==> src/rtl/pixaddr_to_pos.sv <==
// pixaddr_to_pos: converts a pixel memory address back into an (x, y)
// screen position using a multi-cycle restoring shift-subtract divider.
// Bit 18 selects the row width: 640 for the encrypted image, 320 for the
// decrypted one. Bits 17:0 hold the offset row*width + col.
module pixaddr_to_pos #(
  parameter int W_ENC = 640,
  parameter int W_DEC = 320,
  parameter int QBITS = 10
) (
  input  logic             clk,
  input  logic             rst_n,
  input  logic             in_valid,
  output logic             in_ready,
  input  logic [31:0]      pix_addr,
  output logic             out_valid,
  input  logic             out_ready,
  output logic [9:0]       pos_x,
  output logic [QBITS-1:0] pos_y,
  output logic             img_sel,
  output logic             addr_err
);

  localparam int IW = (QBITS > 1) ? $clog2(QBITS) : 1;
  localparam int DW = 18 + QBITS;  // wide enough that div << iter never truncates

  typedef enum logic [1:0] {IDLE, DIV, DONE} state_t;

  state_t           r_state, w_next;
  logic [17:0]      r_rem;
  logic [9:0]       r_div;
  logic [QBITS-1:0] r_q;
  logic [IW-1:0]    r_iter;
  logic             r_img_sel;
  logic             r_addr_err;

  logic [DW-1:0]    w_dsh;
  logic             w_ge;
  logic [17:0]      w_sub;

  // Shifted divisor and trial subtraction for the current quotient bit.
  // When w_ge holds, w_dsh <= rem < 2^18, so the low 18 bits are exact.
  assign w_dsh = DW'(r_div) << r_iter;
  assign w_ge  = DW'(r_rem) >= w_dsh;
  assign w_sub = r_rem - w_dsh[17:0];

  // State register.
  always_ff @(posedge clk or negedge rst_n) begin
    if (!rst_n) r_state <= IDLE;
    else        r_state <= w_next;
  end

  // Next-state logic: one accept cycle, QBITS divide cycles, then hold until taken.
  always_comb begin
    w_next = r_state;
    case (r_state)
      IDLE: if (in_valid)         w_next = DIV;
      DIV:  if (r_iter == '0)     w_next = DONE;
      DONE: if (out_ready)        w_next = IDLE;
      default:                    w_next = IDLE;
    endcase
  end

  // Datapath: latch the request on accept, then one quotient bit per cycle, MSB first.
  always_ff @(posedge clk or negedge rst_n) begin
    if (!rst_n) begin
      r_rem      <= '0;
      r_div      <= '0;
      r_q        <= '0;
      r_iter     <= '0;
      r_img_sel  <= 1'b0;
      r_addr_err <= 1'b0;
    end else begin
      case (r_state)
        IDLE: if (in_valid) begin
          r_rem      <= pix_addr[17:0];
          r_div      <= pix_addr[18] ? 10'(W_DEC) : 10'(W_ENC);
          r_img_sel  <= pix_addr[18];
          r_addr_err <= |pix_addr[31:19];
          r_iter     <= IW'(QBITS - 1);
        end
        DIV: begin
          if (w_ge) r_rem <= w_sub;
          r_q    <= {r_q[QBITS-2:0], w_ge};
          r_iter <= r_iter - 1'b1;
        end
        default: ;
      endcase
    end
  end

  assign in_ready  = (r_state == IDLE);
  assign out_valid = (r_state == DONE);
  assign pos_x     = r_rem[9:0];
  assign pos_y     = r_q;
  assign img_sel   = r_img_sel;
  assign addr_err  = r_addr_err;

endmodule

==> config.mk <==
export PLATFORM = sky130hd
export DESIGN_NAME = pixaddr_to_pos
export DESIGN_NICKNAME = d
export VERILOG_FILES = /design/src/rtl/pixaddr_to_pos.sv
export SDC_FILE = /design/constraint.sdc
export NUM_CORES = 1
export LEC_CHECK = 0
export ABC_CLOCK_PERIOD_IN_PS = 3700
export BUFFER_PORTS_ARGS = -buffer_cell sky130_fd_sc_hd__buf_2
export CORE_ASPECT_RATIO = 2
export CORE_UTILIZATION = 50
export DETAILED_ROUTE_END_ITERATION = 8
export GPL_TIMING_DRIVEN = 0
export PLACE_DENSITY = 0.83
export SETUP_SLACK_MARGIN = 0.15
export SLEW_MARGIN = 20
export SYNTH_ARGS = -nofsm -noshare
export SYNTH_HDL_FRONTEND = slang
export SYNTH_SLANG_ARGS = --single-unit
==> constraint.sdc <==
create_clock -name clk -period 3.7 [get_ports clk]
set_input_delay 0.555 -clock clk [delete_from_list [all_inputs] [get_ports clk]]
set_output_delay 0.555 -clock clk [all_outputs]
set_load 0.005 [all_outputs]
* Word level (Yosys, flattened, before mapping)
Cells that the tools add are included.
** Storage, ports and cells
- Bits in latches :: 0
- Input port bits :: 36
- RAM bits :: 0
- Output and inout port bits :: 24
- Register bits after elaboration :: 46
- Memories :: 0
- ROM bits :: 0
- Logic and storage cells :: 35
** Operators by class
- Divide/modulo/power cells :: 0
- Reduce and logical (&&, ||, !) cells :: 8
- $add $sub $neg :: 2
- Multiply operators :: 0
- Shift-type cells :: 1
- Mux-type cells :: 10
- $lt $le $gt $ge :: 1
- Bitwise logic cells :: 0
- Eq/ne operators :: 6
** Operators with widths (count)
- two-way mux 18 bit :: 2
- one-hot mux 18 bit (2 select lines) :: 1
- >= comparator 18 x 28 -> 1 bit :: 1
- left shift 10 x 4 -> 28 bit :: 1
- subtractor 18 bit :: 1
- OR reduction 13 bit :: 1
- two-way mux 10 bit :: 1
- one-hot mux 4 bit (2 select lines) :: 1
- two-way mux 2 bit :: 3
- != test 2 bit, second input constant :: 3
- one-hot mux 2 bit (3 select lines) :: 1
- AND reduction 3 bit :: 2
- zero test 4 bit :: 1
- two-way mux 4 bit :: 1
- AND reduction 2 bit :: 2
- subtractor 4 x 1 -> 4 bit, second input constant :: 1
- == test 2 x 1 -> 1 bit, second input constant :: 1
- == test 2 bit, second input constant :: 1
- zero test 2 bit :: 1
- != test 2 x 1 -> 1 bit, second input constant :: 1
- nonzero test 2 bit :: 1

* Logic depth before layout (Yosys ltp)
Gate-level depths: netlist of the first run.
- Word-level depth :: 4
- Mapped depth :: 13
- Depth with buffers taken out :: 11

* Worst setup path after synthesis of the first run
Ideal clock, no wire load.
- Kind :: reg2reg
- Start :: reg r_iter[2]
- End :: reg r_rem[10]
- Buffers on the path :: 2
- Setup time :: 0.125 ns
- Setup slack :: 0.613 ns
- Clock period less this slack :: 3.087 ns
- Required time :: 3.575 ns
- Stages on the path, launching flop included :: 13
- Data arrival time :: 2.962 ns
- Path through :: dfrtp_1 > clkbuf_1 > xor2_1 > a32oi_1 > or2_2 > ha_1 > and4_1 > a21boi_1 > a211oi_2 > a31oi_4 > nor2_2 > buf_6 > mux2_2
** Between the ends
- Word-level cells in the longest chain between the ends :: 4
- Elaborated cells on any way between the ends :: 7
- Classes of those cells :: 1 x add/sub; 1 x order compare; 1 x eq/ne; 1 x shift; 2 x mux; 1 x reduce/logical
** Ends and longest elaborated chain
- start, declared :: RTL line 32 : logic [IW-1:0] r_iter;
- start signal, assigned :: RTL line 79 : r_iter <= IW'(QBITS - 1);
- start signal, assigned :: RTL line 84 : r_iter <= r_iter - 1'b1;
- left shift 10 x 4 -> 28 bit * :: RTL line 42 : assign w_dsh = DW'(r_div) << r_iter;
- >= comparator 18 x 28 -> 1 bit or subtractor 18 bit (tied branches) :: RTL line 43, 44
- != test 2 bit (no line) or two-way mux 18 bit (tied branches)
- AND reduction 3 bit (no line) or one-hot mux 18 bit (2 select lines) (tied branches)
- end signal, assigned :: RTL line 75 : r_rem <= pix_addr[17:0];
- end signal, assigned :: RTL line 82 : if (w_ge) r_rem <= w_sub;
- end, declared :: RTL line 29 : logic [17:0] r_rem;
Every way passes the cells marked *; elsewhere a longest branch is shown, timed or not. The select of a mux whose other input is x is not followed.
A chain may end at the register's enable or synchronous reset.

* Worst setup path in the final report of the first run
- Start :: reg r_iter[2]
- End :: reg r_rem[12]
The elaborated chain is that of the path after synthesis.

==> qor.yml, run 1 <==
global_routing:
  overflow: 0
  grt_pass1_wl_um: 8740
  antenna_found_initial: 0
  grt_usage_pct: 23.5
  grt_max_degree: 38
  grt_pass1_vias: 2019
cells_and_area:
  n_fill_cell: 373
  layout.nets: 362
  drive_gt1_share_pct: 34.1
  num_antenna_cells: 0
  area.growth.synth_to_final_pct: 20.9
  stdcell_area_um2: 2810
routing:
  drc: 0
  first_pass_iters: 4
  via_count: 1995
  dr.first_iter.drc_count: 46
  wl_per_cell_um: 14.1
  routed_via_density: 5.42
  wirelength_um: 5180
  ant_nets: 0
place:
  dpl-instance-area_um2: 2690
  pre_cts_ws_ps: 252
  place_hpwl_um: 4060
  gp_routability_congestion: 0.868
  portBuffers: 59
run:
  max_cap_violations: 0
cts:
  numClockSinks: 37
  cts_tree: "built"
  numCtsBuffers: 5
  path_clk_slew_ps: 80
  htree_levels: 2
  clk_path_buf_depth: 2
  cts.root.buffer_cell: "clkbuf_8"
  clock_latency_ps: 300
logic_synthesis:
  syn_area_um2: 2320
  synth-seq-area-share_pct: 39.9
  synth_edf_count: 0
  synthArstFlopShare_pct: 100
  syn-instance-count: 247
  avgSynthCellArea_um2: 9.40
  syn_nets: 296
  ys.flop_type: "dfrtp_1"
  yosysUniqueCellTypes: 49
  yosys_warnings: 0
  ys_ff_latch: 37
floorplan:
  coreArea_um2: 4380
  ioPinCount: 60
  die_area_um2: 4940
  die-width_um: 50.2
  die_h_um: 98.4
  row_count: 34
  start_util_pct: 53.0
sta:
  rsz0062_at_grt: "false"
  timing.setup.tns_ps: 0
  report.final.slew_viol_count: 0
  period_needed_ps: 3420
  period_share_pct: 92.4
  max_freq_mhz: 292
  slew_headroom_pct: 45.1
  fin_skew_ps: 5.88
  hold-worst-slack_ps: 346
  setup_viol: 0
  finalHoldViolCount: 0
  setup_ws_ps: 280
  tightest_slew_ps: 824
critical_path:
  arrival_ps: 3610
  required_ps: 3890
  start_kind: "register"
  critPathCaptureType: "register"
  crit_fanout: 10
  criticalPathCategory: "register to register"
power_and_ir_drop:
  leakage_nw: 1.35
  peakVddDrop_v: 0.000602
  pwr_density_cell_nw_per_um2: 1100
run_status:
  outcome: "finished, final reports clean"
hold_path:
  hold_path.class: "input pin to asynchronous set/reset pin"
==> synthesized netlist by cell type, drive strengths merged (2+ instances only) <==
| library cell | count | share of area, % |
|---|---|---|
| a21oi | 11 | 2.4 |
| buf | 13 | 4.4 |
| a21o | 3 | 0.97 |
| or3 | 2 | 0.54 |
| or4 | 2 | 0.65 |
| nor2b | 5 | 1.3 |
| a221o | 2 | 0.86 |
| xor2 | 4 | 1.5 |
| nand2 | 47 | 7.6 |
| nand3 | 3 | 0.65 |
| nand3b | 2 | 0.65 |
| nor3 | 5 | 1.1 |
| a31oi | 3 | 1.5 |
| inv | 5 | 0.81 |
| mux2 | 18 | 8.7 |
| o21ai | 16 | 3.4 |
| ha | 13 | 7.0 |
| a211oi | 4 | 1.5 |
| or2 | 2 | 0.54 |
| nor2 | 11 | 2.2 |
| a21boi | 2 | 0.65 |
| nand2b | 3 | 0.81 |
| xnor2 | 6 | 2.3 |
| clkbuf | 9 | 1.5 |
| dfrtp | 37 | 40 |
| a32oi | 3 | 1.1 |
| and3 | 2 | 0.54 |
==> worst max-delay path, stage by stage, from the launching register on <==
cell and delay, ps:
dfrtp_1 420, clkbuf_2 200, nor2b_1 170, mux2_2 290
a32oi_1 290, ha_1 340, and4_1 250, a21boi_1 150
a211oi_2 320, a31oi_4 170, nor2_2 160, buf_6 180
mux2_2 350
==> what timing repair did <==
item                       in CTS  in global routing
setup endpoints to repair       0                 10
resized for setup               0                  2
hold buffers                    0                  0
setup buffers                   0                  0
==> layer usage <==
| layer | part of all wire [%] | vias up | track usage, % |
|---|---|---|---|
| met2 | 55 | 64 | 41.4 |
| met3 | 3.9 | 18 | 3.58 |
| met4 | 4.6 | 0 | 15.6 |
| li1 | - | 992 | - |
| met5 | 0 | - | 0 |
| met1 | 36 | 921 | 24.5 |
==> kinds of logic after synthesis <==
group / after synthesis / share of synthesized area [%]
DFF: 37 / 39.9
and+or+nand+nor: 88 / 17.8
muxes: 19 / 9.16
buffers and inverters: 27 / 6.68
AOI/OAI and AO/OA: 53 / 15.7
adders and majority gates: 13 / 7.00
xor gates and xnor gates: 10 / 3.77
==> per-stage QoR <==
stage / std cells / utilization, % / total power (W)
floorplan: 247 / - / 0.00224
global placement: 360 / 61.3 / 0.00264
detailed placement: 360 / 61.3 / 0.00271
CTS: 368 / 64.0 / 0.00310
global route: 368 / 64.0 / 0.00336
finish: 368 / 64.0 / 0.00308
==> path summary, 6_finish.rpt <==
check	startpoint	end	slack, ps	cells past startpoint
worst min register to register	pos_y[9]	pos_y[9]	480	2
min in group clk	pix_addr[18]	r_div[7]	430	2
worst min-delay path	rst_n	r_rem[7]	350	1
worst max register to register	r_iter[2]	r_rem[12]	280	12
worst max-delay path	r_iter[2]	r_rem[12]	280	12
max in group asynchronous	rst_n	r_rem[3]	2830	1
==> cell type report <==
type,count,area (um2),area share (%)
multi-input cells,183,1240,44.2
flip-flops and latches,37,926,33.0
inverters,5,18.8,0.669
clock buffers,6,82.6,2.94
well taps,54,67.6,2.41
plain buffers,22,138,4.90
clock inverters,2,37.5,1.34
repair buffers,59,295,10.5
==> where the power goes <==
group | switching [W] | internal [W] | total, W
registers | 0.000129 | 0.000602 | 0.000731
logic | 0.00102 | 0.000957 | 0.00198
clock network | 0.000153 | 0.000219 | 0.000372
==> flip-flops by register name (all words and copies together), names as in the netlist <==
signal / cells
r_rem: 18
pos_y: 10
r_iter: 4
r_div: 2
r_state: 2
addr_err: 1
==> cell usage in the layout, fill, tap and decap left out, types with 2 or more instances in the layout <==
master | netlist | routed
a21oi_1 | 11 | 11
dfrtp_1 | 37 | 37
and3_1 | 2 | 2
xnor2_1 | 6 | 6
a221o_1 | 2 | 2
mux2_2 | 18 | 18
or3_1 | 2 | 2
nand3_1 | 3 | 3
nor2_1 | 9 | 9
o21ai_0 | 15 | 15
inv_1 | 5 | 5
a31oi_1 | 2 | 2
nor3_1 | 5 | 5
clkbuf_1 | 9 | 8
a211oi_1 | 3 | 3
ha_1 | 13 | 13
xor2_1 | 4 | 4
buf_4 | 10 | 10
a21o_1 | 3 | 3
nand2_1 | 47 | 47
nand3b_1 | 2 | 2
or2_2 | 2 | 2
nand2b_1 | 3 | 3
clkbuf_8 | 0 | 6
nor2b_1 | 5 | 5
buf_2 | 1 | 60
a32oi_1 | 3 | 3
buf_6 | 2 | 2
or4_1 | 2 | 2
No activity file was read; power rests on OpenSTA's default activity.
==> run 2: changes to the inputs <==
- ABC_CLOCK_PERIOD_IN_PS: 3700 -> 3300
- clock period: 3.7 -> 3.3 ns (I/O delays scaled with it)
==> run 2 against run 1 <==
  * Setup slack worse by 170 ps
  * Critical endpoint is now r_rem[6]
  * Critical path type unchanged
  * Flip-flop and latch count unchanged
  * Power is 31% higher
  * Register-to-register slack lost 170 ps
  * Clock power is 12% higher
  * First-iteration DRC count is 130% higher
  * Global-route usage rose by 1.9 points
  * Critical path depth is the same
==> qor.yml, run 2 (same netlist as run 1, synthesis figures left out) <==
sta:
  max_freq_mhz: 313  # +7.2%
  slew_headroom_pct: 44.9  # -0.19 points
  setup_viol: 0  # unchanged
  fin_skew_ps: 8.83  # +2.95 ps
  finalHoldViolCount: 0  # unchanged
  tightest_slew_ps: 827  # +2.84 ps
  rsz0062_at_grt: "false"
  period_share_pct: 96.7  # +4.3 points
  hold-worst-slack_ps: 288  # -58.6 ps
  report.final.slew_viol_count: 0  # unchanged
  period_needed_ps: 3190  # -228 ps
place:
  gp_routability_congestion: 0.868  # unchanged
  dp_cells: 360  # unchanged
  place_hpwl_um: 4060  # unchanged
  portBuffers: 59  # unchanged
floorplan:
  row_count: 34  # unchanged
  die-width_um: 50.2  # unchanged
  die_h_um: 98.4  # unchanged
  die_area_um2: 4940  # unchanged
  start_util_pct: 53.0  # unchanged
  ioPinCount: 60  # unchanged
  coreArea_um2: 4380  # unchanged
cells_and_area:
  final_cells: 384  # +4.3%
  area.growth.synth_to_final_pct: 31.8
  layout_commonest_cell: "buf_2"
  num_antenna_cells: 0  # unchanged
  largest_register: "r_rem"
  n_fill_cell: 324  # -13%
  layout.nets: 378  # +4.4%
  largest_reg_flops: 18  # unchanged
  drive_gt1_share_pct: 41.8  # +7.7 points
  mostFrequentLayoutCells: "buf_2 (60), nand2_1 (47), dfrtp_1 (36)"
power_and_ir_drop:
  leakage_nw: 1.47  # +9.1%
  clock_power_share_pct: 10.4  # -1.7 points
  power_w: 0.00402  # +31%
  peakVddDrop_v: 0.000737  # +22%
  pwr_density_cell_nw_per_um2: 1310  # +20%
  pwr-share-comb_pct: 68.7  # +4.5 points
  p_sw_share_pct: 43.2  # +0.87 points
  sequentialPowerShare_pct: 20.9  # -2.8 points
  power.internal_w: 0.00229  # +29%
  power.switching_w: 0.00174  # +33%
critical_path:
  start_kind: "register"
  required_ps: 3480  # -410 ps
  crit_fanout: 7  # -3
  crit_family: "compound AO/OA/AOI/OAI gates"
  critPathCaptureType: "register"
  criticalPathCategory: "register to register"
  crit_slowest_cell: "dfrtp_1"
  slowest_delay_ps: 510  # +90 ps
  arrival_ps: 3380  # -230 ps
  rr_worst_depth: 12  # unchanged
  path_cells: "mux2i_4 -> nand2b_4 -> nor2_2 -> a31oi_2 -> ha_1 -> and4_4 -> a21boi_1 -> a211oi_2 -> a31oi_4 -> nor2_4 -> buf_6 -> mux2_2"
  crit_cells: 12  # unchanged
  critPathBufInv: 1  # -1
global_routing:
  antenna_found_initial: 0  # unchanged
  overflow: 0  # unchanged
  grt_pass1_wl_um: 9350  # +6.9%
  grt_usage_pct: 25.3  # +1.9 points
  grt_max_degree: 38  # unchanged
  grt_pass1_vias: 2087  # +3.4%
routing:
  dr.first_iter.drc_count: 106  # +130%
  drc: 0  # unchanged
  wl_per_cell_um: 16.7  # +18%
  ant_nets: 0  # unchanged
  wirelength_um: 6400  # +24%
  via_count: 2207  # +11%
  first_pass_iters: 4  # unchanged
  routed_via_density: 5.75  # +6.0%
cts:
  path_clk_slew_ps: 80  # about the same
  htree_levels: 2  # unchanged
  numClockSinks: 37  # unchanged
  cts_hold_buf: 0  # unchanged
  cts.root.buffer_cell: "clkbuf_8"
  clock_latency_ps: 300  # about the same
  cts_tree: "built"
  clk_path_buf_depth: 2  # unchanged
  numCtsBuffers: 5  # unchanged
run:
  max_cap_violations: 0  # unchanged
run_status:
  outcome: "finished, final reports clean"
hold_path:
  hold_path.class: "input pin to asynchronous set/reset pin"
==> run 2: cell types whose count changed in the layout (fill, tap and decap cells not counted), moves of 2 or more <==
| cell | change |
|---|---|
| buf_4 | +14 |
| buf_6 | +3 |
| nor2b_1 | -3 |
| nor2_1 | -2 |
| nor2b_4 | +2 |
==> run 2: per-layer routing <==
layer | vias to the layer above | wire length [um] | track usage [%]
met3 | 31 | 276 | 3.58
met4 | 0 | 405 | 17.4
li1 | 1022 | - | -
met1 | 1058 | 2310 | 26.8
met2 | 96 | 3420 | 44.3
met5 | - | 0 | 0
==> run 2: path summary, 6_finish.rpt <==
check                       endpoint  slack [ps]         start
max                         r_rem[6]         110      r_div[7]
min                        r_iter[2]         290         rst_n
max reg2reg                 r_rem[6]         110      r_div[7]
min reg2reg                 pos_y[9]         480      pos_y[9]
max in group asynchronous   r_div[8]        2430         rst_n
min in group clk            r_div[7]         380  pix_addr[18]
==> run 2: metrics by stage <==
stage	setup slack [ps]	TNS (ps)	utilization (%)	cell area, um2
final	108	0	69.8	3060
after global routing	49.0	0	69.8	3060
after CTS	181	0	65.9	2890
after detailed placement	-148	-1350	61.3	2690
after global placement	-113	-1030	61.3	2690
after floorplan	213	0	-	2320
==> run 2: power by group through the flow <==
| stage | combinational [W] | clock [W] | sequential [W] |
|---|---|---|---|
| after detailed placement | 0.00221 | 0 | 0.000828 |
| after CTS | 0.00241 | 0.000425 | 0.000817 |
| after floorplan | 0.00171 | 0 | 0.000799 |
| after global routing | 0.00298 | 0.000442 | 0.000865 |
| after global placement | 0.00215 | 0 | 0.000817 |
| final | 0.00276 | 0.000418 | 0.000842 |
==> run 2: area by class of cell <==
class / count / area (um2) / share of cell area (%)
timing repair buffer: 75 / 429 / 14.0
clock inverter: 2 / 37.5 / 1.23
clock buffer: 6 / 82.6 / 2.70
buffer: 22 / 154 / 5.03
inverter: 5 / 18.8 / 0.613
tap: 54 / 67.6 / 2.21
sequential: 37 / 927 / 30.3
multi-input combinational: 183 / 1340 / 43.9
==> run 2: timing repair <==
item                       in CTS  in global routing
buffers inserted                5                  9
pin swaps                       5                  7
cloned                          1                  1
gates resized for setup        11                 21
setup endpoints to repair      11                 12
==> run 3: changes to the inputs <==
- HOLD_SLACK_MARGIN: default -> 0.05
- PLACE_DENSITY: 0.83 -> 0.73
==> run 3 against run 2 <==
  * Setup slack got worse by 0.93 ps
  * Cell count is 0.78% higher
  * Combinational power up 4%
  * Sequential share of layout area fell by 0.64 points
  * Flip-flop and latch count stayed put
  * Critical path type unchanged
  * Critical path depth down 1
  * Clock power about the same
  * Largest power group unchanged
  * Hold slack better by 14 ps
  * Fmax hardly changed
==> qor.yml, run 3 (same netlist as run 1, synthesis figures left out) <==
cts:
  cts_hold_buf: 0  # unchanged
  htree_levels: 2  # unchanged
  clk_path_buf_depth: 2  # unchanged
  cts_tree: "built"
  numCtsBuffers: 5  # unchanged
  numClockSinks: 37  # unchanged
  clock_latency_ps: 290  # about the same
  cts.root.buffer_cell: "clkbuf_8"
  path_clk_slew_ps: 80  # about the same
routing:
  routed_via_density: 5.59  # -2.8%
  dr.first_iter.drc_count: 62  # -42%
  drc: 0  # unchanged
  wl_per_cell_um: 16.2  # -3.1%
  wirelength_um: 6250  # -2.3%
  via_count: 2163  # -2.0%
  ant_nets: 0  # unchanged
  first_pass_iters: 4  # unchanged
floorplan:
  die_area_um2: 4940  # unchanged
  die-width_um: 50.2  # unchanged
  ioPinCount: 60  # unchanged
  coreArea_um2: 4380  # unchanged
  row_count: 34  # unchanged
  die_h_um: 98.4  # unchanged
  start_util_pct: 53.0  # unchanged
cells_and_area:
  largest_register: "r_rem"
  n_fill_cell: 337  # +4.0%
  num_antenna_cells: 0  # unchanged
  drive_gt1_share_pct: 43.2  # +1.4 points
  layout_commonest_cell: "buf_2"
  fin_util_pct: 71.4  # +1.6 points
  layout.nets: 381  # +0.79%
  largest_reg_flops: 18  # unchanged
  area.growth.synth_to_final_pct: 34.8
  mostFrequentLayoutCells: "buf_2 (61), nand2_1 (47), dfrtp_1 (35)"
power_and_ir_drop:
  peakVddDrop_v: 0.000722  # -2.0%
  power_w: 0.00414  # +2.8%
  pwr_density_cell_nw_per_um2: 1320  # +0.48%
  leakage_nw: 1.49  # +1.5%
global_routing:
  use_met1_pct: 23.7  # -3.1 points
  overflow: 0  # unchanged
  grt_max_degree: 38  # unchanged
  grt_pass1_wl_um: 9040  # -3.3%
  met3_usage_pct: 1.87  # -1.7 points
  grt_pass1_vias: 2024  # -3.0%
  grtUsageMet2_pct: 47.6  # +3.3 points
  grt_usage_pct: 24.2  # -1.2 points
  gr-max-usage-layer: "met2"
  antenna_found_initial: 0  # unchanged
sta:
  period_needed_ps: 3190  # +0.928 ps
  tightest_slew_ps: 846  # +19.0 ps
  setup_viol: 0  # unchanged
  max_freq_mhz: 313  # about the same
  setup_ws_ps: 107  # -0.928 ps
  report.final.slew_viol_count: 0  # unchanged
  period_share_pct: 96.7  # about the same
  fin_skew_ps: 5.14  # -3.69 ps
  slew_headroom_pct: 43.6  # -1.3 points
  finalHoldViolCount: 0  # unchanged
run_status:
  outcome: "finished, final reports clean"
critical_path:
  critPathCaptureType: "register"
  crit_slowest_cell: "dfrtp_2"
  slowest_delay_ps: 490  # -20 ps
  arrival_ps: 3370  # about the same
  start_kind: "register"
  critPathBufInv: 1  # unchanged
  crit_fanout: 7  # unchanged
  r2r_slack_ps: 110  # about the same
  path_cells: "nand2_1 -> nor2_1 -> o21ai_0 -> ha_1 -> o211ai_1 -> a21oi_1 -> a211oi_4 -> a31oi_4 -> nor2_4 -> clkbuf_16 -> mux2_2"
  required_ps: 3480  # about the same
  criticalPathCategory: "register to register"
  crit_family: "compound AO/OA/AOI/OAI gates"
place:
  pre_cts_ws_ps: -135  # +13.2 ps
  place_hpwl_um: 4050  # -0.11%
  gp_routability_congestion: 0.798  # -8.0%
  portBuffers: 59  # unchanged
run:
  max_cap_violations: 0  # unchanged
hold_path:
  hold_path.class: "input pin to asynchronous set/reset pin"
## run 3: what timing repair did
| item | in CTS | in global routing |
|---|---|---|
| resized for setup | 8 | 32 |
| cloned | 0 | 3 |
| setup endpoints to repair | 12 | 9 |
| pin swaps | 3 | 7 |
| setup buffers | 2 | 14 |
## run 3: final cells by class
class	instances	area [um2]	area share, %
multi-input combinational	183	1380	44.2
sequential	37	928	29.7
timing repair buffer	78	450	14.4
buffer	22	161	5.16
clock buffer	6	82.6	2.64
tap	54	67.6	2.16
clock inverter	2	37.5	1.20
inverter	5	18.8	0.600
## run 3: layer usage
layer | share of wire, % | wire length [um]
met1 | 35 | 2200
met2 | 58 | 3650
met3 | 3.2 | 200
met4 | 3.3 | 206
met5 | 0 | 0
## run 3: report_power, final
group / internal, W / switching, W / total (W)
Clock: 0.000246 / 0.000173 / 0.000419
Sequential: 0.000678 / 0.000170 / 0.000848
Combinational: 0.00148 / 0.00139 / 0.00287
Total: 0.00240 / 0.00174 / 0.00414
## run 3: path summary, 6_finish.rpt
kind,endpoint,cells past startpoint,startpoint
min in group clk,r_div[7],2,pix_addr[18]
max,r_rem[12],11,r_div[7]
min reg2reg,pos_y[9],2,pos_y[9]
max reg2reg,r_rem[12],11,r_div[7]
min,r_rem[8],1,rst_n
max in group asynchronous,r_div[8],1,rst_n
## run 3: through the flow
stage	instances	TNS (ps)	hold WS, ps	area [um2]
floorplan	247	0	199	2320
global placement	360	-1150	454	2690
detailed placement	360	-1210	464	2690
CTS	370	0	334	2860
global route	387	-4.69	370	3130
finish	387	0	302	3130
